**src/rtl/led_blink_pkg.sv**
```systemverilog
// led_blink_pkg: shared mode enum and field widths for led_blink_ctrl and led_chan
package led_blink_pkg;
  localparam int MODE_W = 3;
  localparam int BURST_W = 8;
  localparam int PWM_W = 8;
  typedef enum logic [MODE_W-1:0] {OFF, ON, BLINK, BURST, BREATHE} mode_e;
endpackage

```
**src/rtl/led_chan.sv**
```systemverilog
// led_chan: one LED channel FSM (ports clk, reset_, tick, cfg_we/cfg_mode/cfg_count in, led/busy out); BREATHE PWM only with LED_BREATHE_EN
module led_chan
  import led_blink_pkg::*;
(
  input  logic               clk,
  input  logic               reset_,
  input  logic               tick,
  input  logic               cfg_we,
  input  logic [MODE_W-1:0]  cfg_mode,
  input  logic [BURST_W-1:0] cfg_count,
  output logic               led,
  output logic               busy
);
  mode_e mode_q, mode_d, req_mode;
  logic led_q, led_d, bre;
  logic [BURST_W-1:0] cnt_q, cnt_d;
`ifdef LED_BREATHE_EN
  assign bre = cfg_mode == 3'd4;
`else
  assign bre = 1'b0;
`endif
  assign req_mode = cfg_mode == 3'd1 ? ON :
                    cfg_mode == 3'd2 ? BLINK :
                    (cfg_mode == 3'd3 && |cfg_count) ? BURST :
                    bre ? BREATHE : OFF;
  assign busy = mode_q == BURST;
  always_comb begin
    mode_d = mode_q;
    led_d = led_q;
    cnt_d = cnt_q;
    if (cfg_we) begin
      mode_d = req_mode;
      led_d = req_mode inside {ON, BLINK, BURST};
      cnt_d = req_mode == BURST ? cfg_count : '0;
    end else if (tick && mode_q == BLINK) begin
      led_d = !led_q;
    end else if (tick && mode_q == BURST) begin
      led_d = !led_q && cnt_q != '0;
      cnt_d = (led_q && cnt_q != '0) ? cnt_q - 1'b1 : cnt_q;
      mode_d = (!led_q && cnt_q == '0) ? OFF : BURST;
    end
  end
  always_ff @(posedge clk or negedge reset_)
    if (!reset_) begin
      mode_q <= OFF;
      led_q <= 1'b0;
      cnt_q <= '0;
    end else begin
      mode_q <= mode_d;
      led_q <= led_d;
      cnt_q <= cnt_d;
    end
`ifdef LED_BREATHE_EN
  logic [PWM_W-1:0] phase_q, phase_d, duty_q, duty_d;
  logic up_q, up_d, turn;
  assign turn = up_q ? &duty_q : ~|duty_q;
  always_comb begin
    phase_d = phase_q + 1'b1;
    up_d = cfg_we ? 1'b1 : (tick && mode_q == BREATHE) ? up_q ^ turn : up_q;
    duty_d = cfg_we ? '0 : (tick && mode_q == BREATHE) ? ((up_q ^ turn) ? duty_q + 1'b1 : duty_q - 1'b1) : duty_q;
  end
  always_ff @(posedge clk or negedge reset_)
    if (!reset_) begin
      phase_q <= '0;
      duty_q <= '0;
      up_q <= 1'b0;
    end else begin
      phase_q <= phase_d;
      duty_q <= duty_d;
      up_q <= up_d;
    end
  assign led = mode_q == BREATHE ? phase_q < duty_q : led_q;
`else
  assign led = led_q;
`endif
endmodule

```
**src/rtl/led_blink_ctrl.sv**
```systemverilog
// led_blink_ctrl: multi-channel LED blink controller (ports clk, reset_, cfg_valid/cfg_ready/cfg_chan/cfg_mode/cfg_count, led, busy); LED_BREATHE_EN enables BREATHE
module led_blink_ctrl
  import led_blink_pkg::*;
#(
  parameter int               NUM_LEDS = 4,
  parameter int               CNT_W    = 22,
  parameter logic [CNT_W-1:0] TICK_DIV = 22'd3993608,
  localparam int              CH_W     = NUM_LEDS > 1 ? $clog2(NUM_LEDS) : 1
) (
  input  logic                clk,
  input  logic                reset_,
  input  logic                cfg_valid,
  output logic                cfg_ready,
  input  logic [CH_W-1:0]     cfg_chan,
  input  logic [MODE_W-1:0]   cfg_mode,
  input  logic [BURST_W-1:0]  cfg_count,
  output logic [NUM_LEDS-1:0] led,
  output logic [NUM_LEDS-1:0] busy
);
  localparam int BP_W = 1 << CH_W;
  logic [CNT_W-1:0] pre_q, pre_d;
  logic [BP_W-1:0] busy_pad;
  logic tick, acc;
  assign tick = pre_q == TICK_DIV;
  assign pre_d = tick ? '0 : pre_q + 1'b1;
  // Channels past NUM_LEDS read as never busy, so they are accepted and dropped.
  assign busy_pad = BP_W'(busy);
  assign cfg_ready = !busy_pad[cfg_chan];
  assign acc = cfg_valid && cfg_ready;
  always_ff @(posedge clk or negedge reset_)
    if (!reset_) pre_q <= '0;
    else pre_q <= pre_d;
  for (genvar i = 0; i < NUM_LEDS; i++) begin : g_chan
    led_chan u_chan (
      .clk       (clk),
      .reset_    (reset_),
      .tick      (tick),
      .cfg_we    (acc && cfg_chan == CH_W'(i)),
      .cfg_mode  (cfg_mode),
      .cfg_count (cfg_count),
      .led       (led[i]),
      .busy      (busy[i])
    );
  end
endmodule

```
**config.mk**
```make
export PLATFORM = sky130hd
export DESIGN_NAME = led_blink_ctrl
export DESIGN_NICKNAME = d
export VERILOG_FILES = /design/src/rtl/led_blink_pkg.sv /design/src/rtl/led_chan.sv /design/src/rtl/led_blink_ctrl.sv
export SDC_FILE = /design/constraint.sdc
export NUM_CORES = 1
export LEC_CHECK = 0
export CORE_MARGIN = 2
export CORE_UTILIZATION = 55
export CTS_CLUSTER_DIAMETER = 50
export DETAILED_ROUTE_END_ITERATION = 16
export PLACE_DENSITY = 0.76
export SLEW_MARGIN = 20
export SYNTH_ARGS = -nofsm -noshare
export SYNTH_HDL_FRONTEND = slang
export SYNTH_SLANG_ARGS = --single-unit
export TNS_END_PERCENT = 30
```
**constraint.sdc**
```tcl
create_clock -name clk -period 2.6 [get_ports clk]
set_clock_uncertainty 0.05 [all_clocks]
set_input_delay 0.26 -clock clk [delete_from_list [all_inputs] [get_ports clk]]
set_output_delay 0.26 -clock clk [all_outputs]
set_load 0.05 [all_outputs]
```
After elaboration in Yosys (flattened, before gate mapping). Index checks and enable logic that the tools add are counted. Widths: inputs -> output; s select.

Bits in registers: 70. Bits of input ports: 16. Output and inout bits: 9.

Eq/ne operators: 22. Reduce and logical (&&, ||, !) cells: 62. Muxes and demuxes: 51. Order comparisons: 1. $add $sub $neg: 5.

Operators by type and width (number): $mux 8 (17); $mux 3 (14); $eq 3x2->1 const B (12); $logic_not 8->1 (4); $reduce_bool 8->1 (4); $sub 8x1->8 const B (4); $logic_and 1x1->1 (26); $add 22x1->22 const B (1); $eq 22x22->1 const B (1); $mux 22 (1); $reduce_bool 2->1 (8); $reduce_bool 3->1 (5); $mux 1 (13); $reduce_and 3->1 (4); $mux 2 (5); $ne 2x1->1 const B (4); $reduce_and 2->1 (4); $reduce_or 8->1 (1); $eq 3x1->1 const B (2); $logic_not 1->1 (5); $eq 2x2->1 const B (2); $lt 2x3->1 const B (1); $bmux 1 s2 (1); $eq 2x1->1 const B (1); $logic_not 2->1 (1).

Longest topological paths before layout.
Word-level depth: 8. Mapped depth: 9. Depth with buffers taken out: 7.

Cells and area by module. A second synthesis with hierarchy kept.

Cells, all modules: 496. Area total of the unflattened synthesis: 4474.3 µm².

By module, submodules not included: led_chan (area an instance 833.3 µm², cells each 95, times used 4); led_blink_ctrl (area an instance 1141.1 µm², cells each 116, times used 1).

Least setup slack after synthesis. OpenSTA, ideal clock, no wires.

Kind: flip-flop to flip-flop. From: register pre_q[0]. To: register g_chan[0].u_chan.cnt_q[1]. Setup slack: 0.491 ns. Data arrival time: 1.976 ns. Cell stages (with the launch flop): 8. Clock period less this slack: 2.109 ns. Path through: dfrtp_1 inv_1 ha_1 nor4bb_1 nand2_1 nor4_4 mux2_2 o21ai_0.

Cells in the longest elaborated chain, start to end: 4.

RTL lines: start, declared (RTL line led_blink_ctrl.sv:21) `logic [CNT_W-1:0] pre_q, pre_d;`; start signal, assigned (RTL line led_blink_ctrl.sv:32) `else pre_q <= pre_d;`; $eq 22x22->1 (*) (RTL line led_blink_ctrl.sv:24) `assign tick = pre_q == TICK_DIV;`; $logic_and 1x1->1, on equally long branches (RTL line led_chan.sv:35, led_chan.sv:37); $ne 2x1->1 (no source line) or $reduce_bool 2->1 (tied branches); $reduce_and 3->1 (no source line) (*); end signal, assigned (RTL line led_chan.sv:51) `cnt_q <= cnt_d;`; end, declared (RTL line led_chan.sv:16) `logic [BURST_W-1:0] cnt_q, cnt_d;`.

Every way passes the cells marked *; elsewhere a longest branch is shown, timed or not. A chain may end at the register's enable or synchronous reset.

Worst setup path in the final report.
From: register g_chan[3].u_chan.mode_q[0]. To: output cfg_ready.

Cells in the longest elaborated chain, start to end: 4.

RTL lines: start, declared (RTL line led_chan.sv:14) `mode_e mode_q, mode_d, req_mode;`; start signal, assigned (RTL line led_chan.sv:49) `mode_q <= mode_d;`; $eq 3x2->1 (RTL line led_chan.sv:26) `assign busy = mode_q == BURST;`; $bmux 1 s2 (RTL line led_blink_ctrl.sv:28) `assign cfg_ready = !busy_pad[cfg_chan];`; $mux 1 (implied by the code) (RTL line led_blink_ctrl.sv:28); $logic_not 1->1 (RTL line led_blink_ctrl.sv:28); end, declared (RTL line led_blink_ctrl.sv:13) `output logic cfg_ready,`.

Every way passes these cells. The select of a mux whose other input is x is not followed.

==> out/results.txt <==
Main synth FF type -> dfrtp_1
Largest fanout on the critical path -> 6
Cts bufs inserted -> 9
# port buffers -> 24
Largest net degree at the start of global routing -> 32
Post-Synthesis Cells -> 441
Min-delay worst type -> in -> async
Most common cell after layout, fill and taps aside -> dfrtp_1
Crit end category -> output pin
Reg-to-reg endpoint -> g_chan[0].u_chan.cnt_q[1]
Worst R2R Start -> pre_q[0]
Minimum clock period -> 2400 ps
Drt wl/cell -> 17.5 um
# setup viols final -> 0
Synth Area per Inst -> 9.26 sq um
Routed wire length -> 10000 um
Sequential cell area fraction in the yosys report -> 40.4%
Initial DRT Pass Iterations -> 4
EDFF count, synth -> 0
Clk slew on worst S/H paths -> 70 ps
Final hold violations -> 0
Cell Area, Synth -> 0.00409 sq mm
Diode count -> 0
Reg power frac -> 46.1%
Max Cap Viol -> 0
# clock sinks -> 66
Place WS -> 254 ps
FP Rows -> 31
Normalized max-slew margin -> 54.0%
Max rail drop VDD -> 469 uV
Via density -> 5.95
H-tree depth -> 3
Worst EP required -> 2290 ps
Share of layout cells above drive strength 1 -> 10.7%
Clk buf depth -> 2
Switching Fraction -> 29.3%
Post-CTS setup buffers -> 0
Io pins -> 25
WHS -> 349 ps
Pwr per Cell Area -> 553 mW/mm^2
Die X-Extent -> 90.2 um
Setup WS post-layout -> 205 ps
Status -> complete, no violations
Global Route Usage Sum -> 26.7%
Number of global-route vias before repair -> 3377
Final worst-path cycle share -> 92.1%
CTS tree -> built
Synth warn -> 0
Ys async rst share -> 100%
Final core utilization -> 64.8%
Data arrival time of the critical path -> 2090 ps
Number of routed nets with antenna violations -> 0
Leak -> 2.05 nW
Post-CTS resize count -> 0
Total global routing overflow -> 0
Die area -> 0.00813 sq mm
NetSw -> 0.757 mW
Design Power -> 2.59 mW
Tightest Pin Transition -> 686 ps
Hold buffer count at cts -> 1
Most frequent cells in the layout -> 66 x dfrtp_1, 34 x nand2_1, 33 x nand3_1
First-pass GRT wire length -> 17200 um
WS Path Type -> reg -> out
Max Clk Rate -> 418 MHz
Unique masters post-synth -> 54
Area delta synth->final -> 14.4%
Setup TNS -> 0 ps
Crit start category -> register
Slew Limit Fails -> 0
Initial antenna violation count -> 0
Initial drt markers -> 259
RSZ-0062 raised after global routing -> false
FF+latch count, synth -> 66
Combinational power share -> 19.5%
Root Buffer -> clkbuf_8
Later-pin clock latency in the skew report -> 330 ps
GP Congestion -> 0.878
Post-DP HPWL -> 7290 um
Clk network pwr share -> 34.4%
R2R depth -> 7
Synth Net Count -> 467
DR vias -> 3415
Worst Setup EP -> cfg_ready
Core area -> 0.00721 sq mm
Internal power -> 1.83 mW
CP Launch Point -> g_chan[3].u_chan.mode_q[0]
Residual DRC -> 0
Post-layout nets -> 497
Initial core utilization -> 56.6%
Die Y -> 90.2 um
R2R setup slack -> 250 ps
==> synth_stat cells (all sizes together) (6+ instances only) <==
| library cell | instances | area, sq um |
|---|---|---|
| a21oi | 13 | 65.1 |
| a31oi | 7 | 43.8 |
| and2 | 9 | 56.3 |
| buf | 15 | 103 |
| clkbuf | 10 | 37.5 |
| dfrtp | 66 | 1650 |
| ha | 10 | 125 |
| inv | 19 | 71.3 |
| mux2i | 12 | 120 |
| nand2 | 35 | 139 |
| nand3 | 33 | 165 |
| nand4 | 24 | 165 |
| nor2 | 30 | 115 |
| nor3 | 13 | 65.1 |
| nor3b | 7 | 52.6 |
| nor4 | 11 | 98.8 |
| nor4b | 6 | 86.3 |
| o21ai | 26 | 130 |
| or3 | 7 | 53.8 |
| or4 | 6 | 45.0 |
| xnor2 | 13 | 114 |
| xor2 | 26 | 228 |
==> worst min-delay path by stage <==
| stage | slack [ps] | from | end |
|---|---|---|---|
| 3_5_place_dp | 170 | reset_ | g_chan[1].u_chan.cnt_q[5] |
| 5_1_grt | 380 | reset_ | g_chan[2].u_chan.cnt_q[5] |
| 4_1_cts | 340 | reset_ | g_chan[2].u_chan.cnt_q[7] |
| 3_3_place_gp | 170 | reset_ | g_chan[1].u_chan.cnt_q[4] |
| 6_report | 350 | reset_ | g_chan[1].u_chan.cnt_q[5] |
| 2_1_floorplan | -90 | reset_ | g_chan[0].u_chan.cnt_q[0] |
==> sequential cells by signal, indices dropped and copies added, names as in the netlist <==
register,flops
g_chan.u_chan.cnt_q,32
pre_q,22
g_chan.u_chan.led,4
g_chan.u_chan.mode_q,8
==> layout make-up <==
type                            instances  area (sq um)
Inverter                               19          71.3
Clock buffer                           13           169
Clock inverter                          2          35.0
Timing Repair Buffer                   44           400
Tap cell                               99           124
Multi-Input combinational cell        331          2220
Fill cell                             631          2540
Sequential cell                        66          1650
==> power by group through the flow <==
stage | registers [mW] | clock network, mW | logic [mW]
3_5_place_dp | 1.21 | 0 | 0.499
2_1_floorplan | 1.18 | 0 | 0.364
4_1_cts | 1.19 | 0.914 | 0.504
3_3_place_gp | 1.20 | 0 | 0.487
5_1_grt | 1.20 | 0.959 | 0.557
6_report | 1.19 | 0.891 | 0.504
==> logic make-up (layout without fill, tap and decap cells) <==
logic type / after synthesis / in the layout / share of synthesized area (%)
buffers and inverters: 44 / 78 / 5.18
AO/OA/AOI/OAI: 69 / 69 / 10.4
multiplexers: 14 / 14 / 3.77
XOR/XNOR: 39 / 39 / 8.36
AND/OR/NAND/NOR: 199 / 199 / 28.8
flip-flops: 66 / 66 / 40.4
adder cells (fa/ha/maj): 10 / 10 / 3.06
==> routing by layer <==
metal  track usage, %  up-vias  part of all wire, %
met5                0        -                    0
met2             43.0       96                   48
met4             9.62        0                  2.9
li1                 -     1653                    -
met3             5.45       15                  5.5
met1             35.8     1651                   44
==> worst max-delay path, stage by stage (launching register included) <==
cell	delay [ps]
dfrtp_1	440
nand2_1	130
mux4_2	470
clkdlybuf4s50_1	710
==> per-stage QoR <==
| stage | area [sq um] | cells |
|---|---|---|
| global route | 4670 | 574 |
| finish | 4670 | 574 |
| detailed placement | 4460 | 558 |
| global placement | 4460 | 558 |
| floorplan | 4090 | 441 |
| CTS | 4670 | 574 |
Note: power is estimated with default switching activity, not from simulation.
